**src/rtl/l2_port_arbiter.sv**
```systemverilog
// Arbitrates the shared L2 line port between the icache miss path and the dcache
// miss/writeback path, one transaction at a time, round-robin on ties.
module l2_port_arbiter #(
    parameter int ADDR_W = 32,
    parameter int LINE_W = 256,
    parameter int CNT_W  = 32
) (
    input  logic              clk,
    input  logic              rst,
    input  logic              i_read,
    input  logic [ADDR_W-1:0] i_address,
    output logic [LINE_W-1:0] i_rdata,
    output logic              i_resp,
    input  logic              d_read,
    input  logic              d_write,
    input  logic [ADDR_W-1:0] d_address,
    input  logic [LINE_W-1:0] d_wdata,
    output logic [LINE_W-1:0] d_rdata,
    output logic              d_resp,
    output logic              l2_read,
    output logic              l2_write,
    output logic [ADDR_W-1:0] l2_address,
    output logic [LINE_W-1:0] l2_wdata,
    input  logic [LINE_W-1:0] l2_rdata,
    input  logic              l2_resp,
    input  logic              clear_count,
    output logic [CNT_W-1:0]  contention_count
);

    typedef enum logic [1:0] {
        IDLE,
        GRANT_I,
        GRANT_D,
        RELEASE
    } state_t;

    state_t state, state_nxt;
    logic   last_grant_d, last_grant_d_nxt;
    logic   d_req;
    logic   contended;

    function automatic logic [CNT_W-1:0] sat_inc(input logic [CNT_W-1:0] v);
        return (&v) ? v : v + CNT_W'(1);
    endfunction

    assign d_req     = d_read | d_write;
    assign contended = (i_read && state != GRANT_I) || (d_req && state != GRANT_D);

    always_ff @(posedge clk or posedge rst) begin
        if (rst) begin
            state        <= IDLE;
            last_grant_d <= 1'b0;
        end else begin
            state        <= state_nxt;
            last_grant_d <= last_grant_d_nxt;
        end
    end

    // Grant outputs and completion pulses are combinational off the registered state
    always_comb begin
        state_nxt        = state;
        last_grant_d_nxt = last_grant_d;
        l2_read          = 1'b0;
        l2_write         = 1'b0;
        l2_address       = '0;
        l2_wdata         = '0;
        i_resp           = 1'b0;
        i_rdata          = '0;
        d_resp           = 1'b0;
        d_rdata          = '0;
        case (state)
            IDLE: begin
                if (i_read && d_req)
                    state_nxt = last_grant_d ? GRANT_I : GRANT_D;
                else if (i_read)
                    state_nxt = GRANT_I;
                else if (d_req)
                    state_nxt = GRANT_D;
            end
            GRANT_I: begin
                l2_read    = 1'b1;
                l2_address = i_address;
                if (l2_resp) begin
                    i_resp           = 1'b1;
                    i_rdata          = l2_rdata;
                    last_grant_d_nxt = 1'b0;
                    state_nxt        = RELEASE;
                end
            end
            GRANT_D: begin
                // A writeback takes precedence if the dcache raises both
                l2_read    = d_read & ~d_write;
                l2_write   = d_write;
                l2_address = d_address;
                l2_wdata   = d_wdata;
                if (l2_resp) begin
                    d_resp           = 1'b1;
                    d_rdata          = l2_rdata;
                    last_grant_d_nxt = 1'b1;
                    state_nxt        = RELEASE;
                end
            end
            RELEASE: state_nxt = IDLE;
            default: state_nxt = IDLE;
        endcase
    end

    // Clear wins over a same-cycle increment
    always_ff @(posedge clk or posedge rst) begin
        if (rst)
            contention_count <= '0;
        else if (clear_count)
            contention_count <= '0;
        else if (contended)
            contention_count <= sat_inc(contention_count);
    end

endmodule
```
**config.mk**
```make
export PLATFORM = sky130hd
export DESIGN_NAME = l2_port_arbiter
export DESIGN_NICKNAME = d
export VERILOG_FILES = /design/src/rtl/l2_port_arbiter.sv
export SDC_FILE = /design/constraint.sdc
export NUM_CORES = 1
export LEC_CHECK = 0
export CAP_MARGIN = 20
export CELL_PAD_IN_SITES_DETAIL_PLACEMENT = 1
export CELL_PAD_IN_SITES_GLOBAL_PLACEMENT = 2
export CORE_AREA = 4 4 546 548
export DETAILED_ROUTE_END_ITERATION = 6
export DIE_AREA = 0 0 550 552
export MAX_ROUTING_LAYER = met4
export PLACE_DENSITY_LB_ADDON = 0.1
export SLEW_MARGIN = 25
export SYNTH_ARGS = -nofsm -noshare
export SYNTH_HDL_FRONTEND = slang
export SYNTH_SLANG_ARGS = --single-unit
```
**constraint.sdc**
```tcl
create_clock -name clk -period 1.9 [get_ports clk]
set_input_delay 0.38 -clock clk [delete_from_list [all_inputs] [get_ports clk]]
set_output_delay 0.38 -clock clk [all_outputs]
set_load 0.005 [all_outputs]
```
==> metrics.md <==
| Metric | Value |
|---|---|
| Comb pwr share | 0.940 |
| Gpl congestion | 0.855 |
| DRT Pass-1 Iters | 4 |
| Core area | just under 0.3 mm2 |
| Synthesized cell area | 0.00796 mm2 |
| Pwr Density | approximately 920 mW/mm2 |
| Crit path capture | l2_address[11] |
| Clock Latency Late Sink | 300 ps |
| CTS max path bufs | 2 |
| Finish-stage setup viols | 837 |
| Critical Path Max Stage Delay | 390 ps |
| Wire per inst | 30.5 um |
| # hold bufs at CTS | 0 |
| Core Rows | around 200 |
| Largest net degree at the start of global routing | 51 |
| Layout Skew | 6.77 ps |
| Req. time, crit path | 1520 ps |
| Dpl hpwl | 188000 um |
| Layout cells sized above 1 | 0.355 |
| Measured slew at the worst slew-check pin | 480 ps |
| Vias in the first global route | 18484 |
| Initial antenna violation count | 154 |
| GRT Overall Usage | 0.132 |
| Worst min-delay path class | input port to asynchronous set/reset pin |
| Yosys cell types | 55 |
| Final setup margin | -705 ps |
| Critical path peak fanout | 12 |
| Cell mode on critical path | buf_4 |
| Post-synth net total | about 1800 |
| Clk slew on worst S/H paths | 60 ps |
| Residual DRC | 0 |
| Nets | 3512 |
| Register area share after synthesis | 0.110 |
| Non-Filler Instances | 6919 |
| Worst hold margin | between 400 and 500 ps |
| Sequential Power Share | 0.028 |
| Fin. max-slew vios | 0 |
| Psw | 13600 uW |
| Total Power | between 30000 and 40000 uW |
| Crit path cell chain | buf_4, ha_4, buf_12, buf_12, clkbuf_16, buf_4, a22oi_1, nor2b_1, buf_4 |
| Post-synth top flop | dfrtp_1 |
| Die W | 550 um |
| Synth Instances | between 1000 and 1500 |
| Leakage power | 0.0147 uW |
| DIE AREA | 0.304 mm2 |
| Net Sw Frac | 0.449 |
| Setup CP Type | flop to output pin |
| TritonCTS buffer count | 5 |
| Post-layout min period | 2600 ps |
| Crit. path cell count | 9 |
| Maximum VDD drop | 0.448 mV |
| Status | complete, but fails checks |
| Endpoint class of the critical path | output pin |
| Crit path arrival time | 2220 ps |
| Avg Cell Area, Syn | between 6 and 7 um2 |
| Clock root buffer | clkbuf_16 |
| Synth warnings | 0 |
| Final Cycle Share | 1.37 |
| Num ports | roughly 1400 |
| Max-Cap Viols | 0 |
| Critical Path Slowest Stage Cell | dfrtp_1 |
| Most common cell after layout, fill and taps aside | clkdlybuf4s50_1 |
| Initial Util | 0.0271 |
| Post-synth ARST share | 1.00 |
| CTS tree | yes |
| Clk pwr share | 0.031 |
| Synth-to-Final Area Change | 313% |
| Setup_tns | -378020 ps |
| First-pass GRT wire length | 248000 um |
| Synthesized flop and latch total | 35 |
| Setup repair after global routing missed its margin | yes |
| Fin area | 0.0329 mm2 |
| Drt initial violations | 659 |
| Drt via density | around 2.5 |
| CTS sink cnt | 35 |
| Buf/Inv on CP | 6 |
| H-tree levels | 2 |
| Worst R2R End | contention_count[31] |
| Final Hold Fails | 0 |
| Violated checks | negative setup slack |
| Buffers on Ports | 1418 |
| EDFF count, synth | 0 |
| Most frequent cells in the layout | clkdlybuf4s50_1, and3_1, buf_4 |
| Max frequency | 0.384 GHz |
| Die height | approximately 550 um |
| Placed insts | around 6700 |
| Max-slew headroom | 0.679 |
| Routed WL | 211000 um |
| Antenna Nets Post-Route | 0 |
| Critical path startpoint | state[0] |
| Post-DP Area | 0.0309 mm2 |
| Reg-to-reg setup timing slack | -660 ps |
| Total congestion overflow | 0 |
| Via count | between 15000 and 20000 |
| Pint | between 15000 and 20000 uW |
| Reg2Reg Depth | 11 |
| CP top delay family | buffers and inverters |
| CP Launch Type | flop |
| FF-to-FF Start | state[0] |
==> registers in the layout (all words and copies together) (netlist names) <==
register and flops:
state 2, last_grant_d 1, contention_count 32
==> synth_stat cells, drive strengths merged, types with 9 or more instances <==
| master | n | area share |
|---|---|---|
| clkbuf | 155 | 0.073 |
| a22oi | 32 | 0.030 |
| nor2 | 14 | 0.0066 |
| nor2b | 32 | 0.025 |
| o31ai | 13 | 0.015 |
| inv | 9 | 0.0042 |
| a21oi | 25 | 0.018 |
| nand2 | 17 | 0.0080 |
| or4 | 12 | 0.012 |
| and3 | 512 | 0.40 |
| o21ai | 14 | 0.0088 |
| dfrtp | 35 | 0.11 |
| and2 | 261 | 0.21 |
| or3 | 14 | 0.011 |
| nand4 | 11 | 0.0094 |
| nand3 | 12 | 0.0075 |
==> cells by family after synthesis <==
kind of cell             count (synthesis)  synth area share
XOR/XNOR                                 5           0.00550
multiplexers                             2           0.00267
flip-flops                              35             0.110
adder cells (fa/ha/maj)                  5           0.00786
buffers and inverters                  169            0.0833
AO/OA/AOI/OAI                           97            0.0865
AND/OR/NAND/NOR                        902             0.704
==> metrics by stage <==
step / util / setup slack, ps
2_1_floorplan: - / -148
3_3_place_gp: 0.106 / -701
3_5_place_dp: 0.106 / -705
4_1_cts: 0.107 / -795
5_1_grt: 0.112 / -759
6_report: 0.112 / -705
==> metal layers <==
layer / up-vias / part of all wire / track usage
met3: 124 / 0.11 / 0.0657
met2: 1066 / 0.43 / 0.201
met4: 0 / 0.0064 / 0.00279
met1: 8262 / 0.45 / 0.164
met5: - / 0 / -
li1: 7809 / - / -
==> power by group through the flow <==
stage | Clock [uW] | Sequential [uW] | Combinational, uW
2_1_floorplan | 0 | 881 | 5580
3_3_place_gp | 0 | 872 | 25200
3_5_place_dp | 0 | 871 | 24800
4_1_cts | 1010 | 859 | 25800
5_1_grt | 1030 | 867 | 30800
6_report | 953 | 861 | 28500
==> worst min-delay path by stage <==
stage / from / end / slack (ps)
finish: rst / contention_count[31] / 450
global route: rst / contention_count[31] / 480
CTS: rst / contention_count[22] / 470
detailed placement: last_grant_d / last_grant_d / 470
global placement: last_grant_d / last_grant_d / 470
floorplan: last_grant_d / last_grant_d / 450
==> cell type report <==
cell class / instances / area (um2)
antenna: 75 / 188
timing repair buffer: 1862 / 19700
multi-input combinational: 1011 / 6960
sequential: 35 / 877
tap: 3919 / 4900
clock buffer: 8 / 156
fill: 34572 / 260000
inverter: 9 / 33.8
==> worst register-to-register path: stages, from the launching register on <==
cell and delay, ps:
dfrtp_1 390, buf_4 150, ha_4 160, buf_4 150, buf_6 130, clkbuf_16 170
and2b_2 240, o211a_4 200, o31ai_4 80, buf_12 160, or4_4 520, a21oi_2 120
==> what timing repair did <==
item	4_1_cts	5_1_grt
resized for setup	190	792
buffers inserted	5	69
pin swaps	1	17
cloned	4	26
endpoints found under the setup margin	838	841
Note: power is estimated with default switching activity, not from simulation.
==> RTL edit 1: new RTL, config.mk and constraints unchanged <==
Change the parameter `CNT_W` from 32 to 48.
--- a/src/rtl/l2_port_arbiter.sv
+++ b/src/rtl/l2_port_arbiter.sv
@@ -3,7 +3,7 @@
 module l2_port_arbiter #(
     parameter int ADDR_W = 32,
     parameter int LINE_W = 256,
-    parameter int CNT_W  = 32
+    parameter int CNT_W  = 48
 ) (
     input  logic              clk,
     input  logic              rst,
Interface: changed (resized contention_count); port bits go from 1419 to 1435. No check against the original RTL was run, so the function may have changed too.
==> RTL edit 1 against the original RTL <==
The run still ends with negative setup slack left. Global-route usage up 1.9 points. Hold slack lost 0.00094 ns. Sequential cell count up 16. Synthesized area up 12%. Power rose by 12%. Routed wire length increased by 14%. Sequential power up 35%. First-iteration DRC count is 32% higher. Synthesized cell count is 11% higher. Setup slack worse by 0.091 ns. Cell area up 6.2%. Critical path type unchanged. Largest cell class unchanged. Largest power group unchanged.
==> RTL edit 1: results (changes against the original RTL) <==
[finish]
drive_above_1_share = 0.306  ; -0.0488
nets = 3701  ; +5.4%
reg.largest.list = contention_count: 48 flops, state: 2 flops, last_grant_d: 1 flops
largest_reg_flops = 48  ; +50%

[placement]
dp_slack_ns = -0.740  ; -0.0349 ns
gp_congestion = 0.864  ; +1.2%
io_buffers = 1434  ; +1.1%
place_hpwl_mm = 215  ; +14%
placed_area_sq_um = 33500  ; +8.3%

[sta]
fin_tns_setup_ns = -503.74  ; -125.72 ns
setup_violations = 857  ; +2.4%
fin_skew_ns = 0.0112  ; +0.00442 ns
fin_ws_ns = -0.795  ; -0.0905 ns
worst_slew_pin_slew_ns = 0.502  ; +0.0220 ns

[global_routing]
antenna_found_initial = 165  ; +7.1%
grt_pass1_wl_mm = 282  ; +14%
grt_pass1_vias = 19700  ; +6.7%
grtUsageTotal = 0.151  ; +0.0195
grt_util_met2 = 0.246  ; +0.0445
met1_usage = 0.191  ; +0.0270
use_met3 = 0.0505  ; -0.0152
grt_start_max_net_pins = 76  ; +49%

[synth]
synth_xor_area_frac = 0.000981  ; -0.00452
syn_nets = 1932  ; +7.2%
synth_fa_ha_area_frac = 0.00701  ; -0.000854
synth_cell_types = 50  ; -9.1%
ys_top_cells_by_area = and3_1 (36%), and2_1 (18%), dfrtp_1 (14%)
yosysWarnings = 0  ; unchanged
synthMuxAreaShare = 0.00505  ; +0.00237
synth_compound_area_frac = 0.0981  ; +0.0116
ys_top_cells_by_count = and3_1 (517), and2_1 (259), clkbuf_1 (163), dfrtp_1 (51), nor2_1 (44)
seq_area_frac_synth = 0.143  ; +0.0329

[critical_path]
cp-startpoint = state[0]$_DFFE_PP0P_
crit_type = reg -> out
cp_max_fo = 8  ; -4
regToRegStartpoint = state[1]$_DFFE_PP0P_
arrival_ns = 2.32  ; +0.10 ns

[detailed_routing]
wl_per_cell_microns = 33.9  ; +11%
vias = 18800  ; +8.7%
drt_iter0_drc = 867  ; +32%
firstDrtPassIters = 5  ; +1

[status]
status = finished with violations
violations = negative setup slack

[clock_network]
h-tree-depth = 2  ; unchanged
clock_path_buffers = 2  ; unchanged
clk_pin_slew_ns = 0.09  ; +0.03 ns
ctsRootBufferMaster = clkbuf_16
clk_latency_ns = 0.33  ; +0.03 ns

[pwr]
p_leak_nw = 15.1  ; +2.7%
peakVddDrop_uv = 373  ; -17%
swShare = 0.468  ; +0.0187

==> RTL edit 1: cell types whose count changed after synthesis, moves of 6 or more <==
cell      before  now
o31ai_1       11   26
nand4_1       10   18
clkbuf_1     155  163
nor2_1        14   44
nor2b_1       32    7
nor3_1         2    8
nor4_1         2   10
a21oi_1       21   42
dfrtp_1       35   51
nand3_1       12   24
or4_1          9   30
==> RTL edit 1: per-stage QoR <==
step / power, mW / cells
after global placement: 30.5 / 6966
after global routing: 36.3 / 7049
after detailed placement: 30.2 / 6966
final: 33.9 / 7067
after floorplan: 6.80 / 1344
after CTS: 32.6 / 6984
==> RTL edit 1: power by group through the flow <==
stage	Sequential (mW)	Combinational, mW	Clock [mW]
2_1_floorplan	1.20	5.60	0
3_3_place_gp	1.19	29.3	0
3_5_place_dp	1.19	29.0	0
4_1_cts	1.17	30.0	1.39
5_1_grt	1.17	33.7	1.41
6_report	1.16	31.4	1.33
==> RTL edit 1: worst paths after layout <==
path | to | slack (ns) | cells past startpoint
setup / recovery | l2_address[24] | -0.80 | 10
hold / removal | contention_count[18]$_DFFE_PP0P_ | 0.45 | 3
setup reg to reg | contention_count[30]$_DFFE_PP0P_ | -0.80 | 11
hold reg to reg | last_grant_d$_DFFE_PP0P_ | 0.49 | 1
max in group asynchronous | state[1]$_DFFE_PP0P_ | 1.14 | 3
min in group clk | last_grant_d$_DFFE_PP0P_ | 0.49 | 1
==> RTL edit 1: critical path: stages (launching register included) <==
cell	delay, ns
dfrtp_1	0.40
buf_4	0.15
ha_4	0.21
buf_12	0.15
clkbuf_16	0.17
buf_12	0.15
a22oi_2	0.25
buf_6	0.16
nor2_1	0.06
buf_4	0.14
buf_12	0.13
==> RTL edit 1: metal layers <==
metal | part of all wire | vias to the layer above
met2 | 0.46 | 1073
met1 | 0.45 | 9059
met5 | 0 | -
met4 | 0.0092 | 0
li1 | - | 8389
met3 | 0.082 | 239
==> RTL edit 1: cell type report <==
type                    count  area, sq um
fillers                 34300       258000
repair buffers           1935        21100
multi-input cells        1109         7300
well taps                3919         4900
flip-flops and latches     51         1280
clock buffers               5          125
diodes                     34         85.1
clock inverters             3         67.6
inverters                  11         41.3
==> RTL edit 1: timing repair <==
item,in CTS,in global routing
pin swaps,0,9
buffers inserted,7,30
endpoints found under the setup margin,857,858
cloned,3,20
resized for setup,211,361
==> RTL edit 1: kinds of logic after synthesis <==
| group | count (synthesis) |
|---|---|
| simple gates | 966 |
| buf+inv | 184 |
| compound gates | 133 |
| flops | 51 |
| fa+ha+maj | 5 |
| mux | 4 |
| xor+xnor | 1 |
==> RTL edit 2: new RTL, same settings <==
Made on the original files. Put one more register stage on the output `contention_count`, cleared by the reset. The value now appears one clock later. The other outputs are not delayed to match.
--- a/src/rtl/l2_port_arbiter.sv
+++ b/src/rtl/l2_port_arbiter.sv
@@ -33,6 +33,8 @@
         GRANT_D,
         RELEASE
     } state_t;
+
+    logic [CNT_W-1:0] contention_count_s0;
 
     state_t state, state_nxt;
     logic   last_grant_d, last_grant_d_nxt;
@@ -108,11 +110,19 @@
     // Clear wins over a same-cycle increment
     always_ff @(posedge clk or posedge rst) begin
         if (rst)
+            contention_count_s0 <= '0;
+        else if (clear_count)
+            contention_count_s0 <= '0;
+        else if (contended)
+            contention_count_s0 <= sat_inc(contention_count_s0);
+    end
+
+    always_ff @(posedge clk or posedge rst) begin
+        if (rst) begin
             contention_count <= '0;
-        else if (clear_count)
-            contention_count <= '0;
-        else if (contended)
-            contention_count <= sat_inc(contention_count);
+        end else begin
+            contention_count <= contention_count_s0;
+        end
     end
 
 endmodule
Function: changed (Yosys sat finds a counterexample within 4 cycles, from zero or initial values and one cycle with rst high).
==> RTL edit 2 against the original RTL <==
The flow still finishes with violations (negative setup slack). Register-to-register slack got worse by 0.09 ns. Cell area rose by 7.9%. Non-clock buffer count rose by 75. Setup slack got worse by 0.13 ns. Maximum frequency fell by 4.6%. Die area did not move. Synthesized area rose by 9.2%. Combinational power rose by 13%. Routed wire length rose by 11%. Power rose by 18%. Sequential cell count rose by 32. Sequential power rose by 81%. Cell count rose by 1.4%. Critical path type unchanged. Critical endpoint is now l2_wdata[211]. Largest cell class unchanged.
==> RTL edit 2: results (changes against the original RTL) <==
[global_routing]
antenna_found_initial = 177  ; +15%
grtUsageTotal = 0.149  ; +0.0177
grt_util_met2 = 0.236  ; +0.0348
grt_pass1_vias = 19000  ; +2.7%
grt_start_max_net_pins = 68  ; +33%
use_met3 = 0.0559  ; -0.00974

[finish]
nets = 3613  ; +2.9%
multi_input_gates = 1001  ; -0.99%
n_all_buffers = 1937  ; +4.0%
drive_above_1_share = 0.378  ; +0.0237
clock_buffer_count = 11  ; +3
clkCellAreaFrac = 0.00875  ; +0.00399
reg.largest.list = contention_count: 32 flops, contention_count_s0: 32 flops, state: 2 flops
regArea_sq_um = 1680  ; +91%
multi_input_area_share = 0.193  ; -0.0188

[critical_path]
cp_max_fo = 9  ; -3
path_delay_family = buffers and inverters
crit_path_top_delay_cell = clkdlybuf4s50_1
cp-startpoint = state[1]$_DFFE_PP0P_
crit_end = l2_wdata[211]
cpPeakStageDelay_ns = 0.60  ; +0.21 ns
r2r_end = contention_count_s0[4]$_DFFE_PP0P_

[placement]
gp_congestion = 0.860  ; +0.69%
placed_area_sq_um = 33100  ; +7.1%
dp_slack_ns = -0.962  ; -0.257 ns

[status]
violations = negative setup slack
status = finished with violations

[sta]
fin_ws_ns = -0.831  ; -0.126 ns
fin_skew_ns = 0.0134  ; +0.00659 ns
setup_violations = 836  ; -0.12%

[detailed_routing]
routed-wl-met2_mm = 106  ; +15%
drt-met1-wl_mm = 108  ; +14%
wl_met3_mm = 20.1  ; -15%
drt_iter0_drc = 679  ; +3.0%
wl_per_cell_microns = 33.6  ; +9.9%

[pwr]
peakVddDrop_uv = 471  ; +5.0%
p_leak_nw = 16.0  ; +8.7%

[clock_network]
h-tree-depth = 3  ; +1
cts.sinks = 67  ; +91%
numCtsBuffers = 9  ; +4
clk_latency_ns = 0.38  ; +0.08 ns

[synth]
seq_area_frac_synth = 0.193  ; +0.0829
synth_fa_ha_area_frac = 0.00720  ; -0.000660
ys_top_cells_by_count = and3_1 (515), and2_1 (258), clkbuf_1 (155), dfrtp_1 (67), nor2b_1 (36)
synth_cell_types = 45  ; -18%
syn_nets = 1827  ; +1.3%
synth_area_sq_um = 8690  ; +9.2%
ys_top_cells_by_area = and3_1 (37%), dfrtp_1 (19%), and2_1 (19%)
synth_compound_area_frac = 0.0720  ; -0.0145

RTL edit 2: cell count changes in the layout (fill, tap and decap cells not counted), sizes merged, moves of 10 or more:
cell,delta
diode,-11
dlygate4sd2,+10
clkbuf,-39
dfrtp,+32
clkdlybuf4s50,-30
clkdlybuf4s15,+19
buf,+123
RTL edit 2: power by group:
group | internal (mW) | switching [mW]
sequential | 1.51 | 0.0505
combinational | 16.9 | 15.3
clock | 1.15 | 0.792
total | 19.6 | 16.1
RTL edit 2: through the flow:
stage,hold WS (ns),util,instances
floorplan,0.380,-,1239
global placement,0.482,0.113,6834
detailed placement,0.484,0.113,6834
CTS,0.472,0.117,6893
global route,0.483,0.121,7000
finish,0.466,0.121,7013
RTL edit 2: what timing repair did:
| item | CTS | global route |
|---|---|---|
| gates resized for setup | 508 | 495 |
| pin swaps | 10 | 15 |
| setup endpoints to repair | 836 | 837 |
| buffers inserted | 30 | 41 |
| cloned | 13 | 24 |
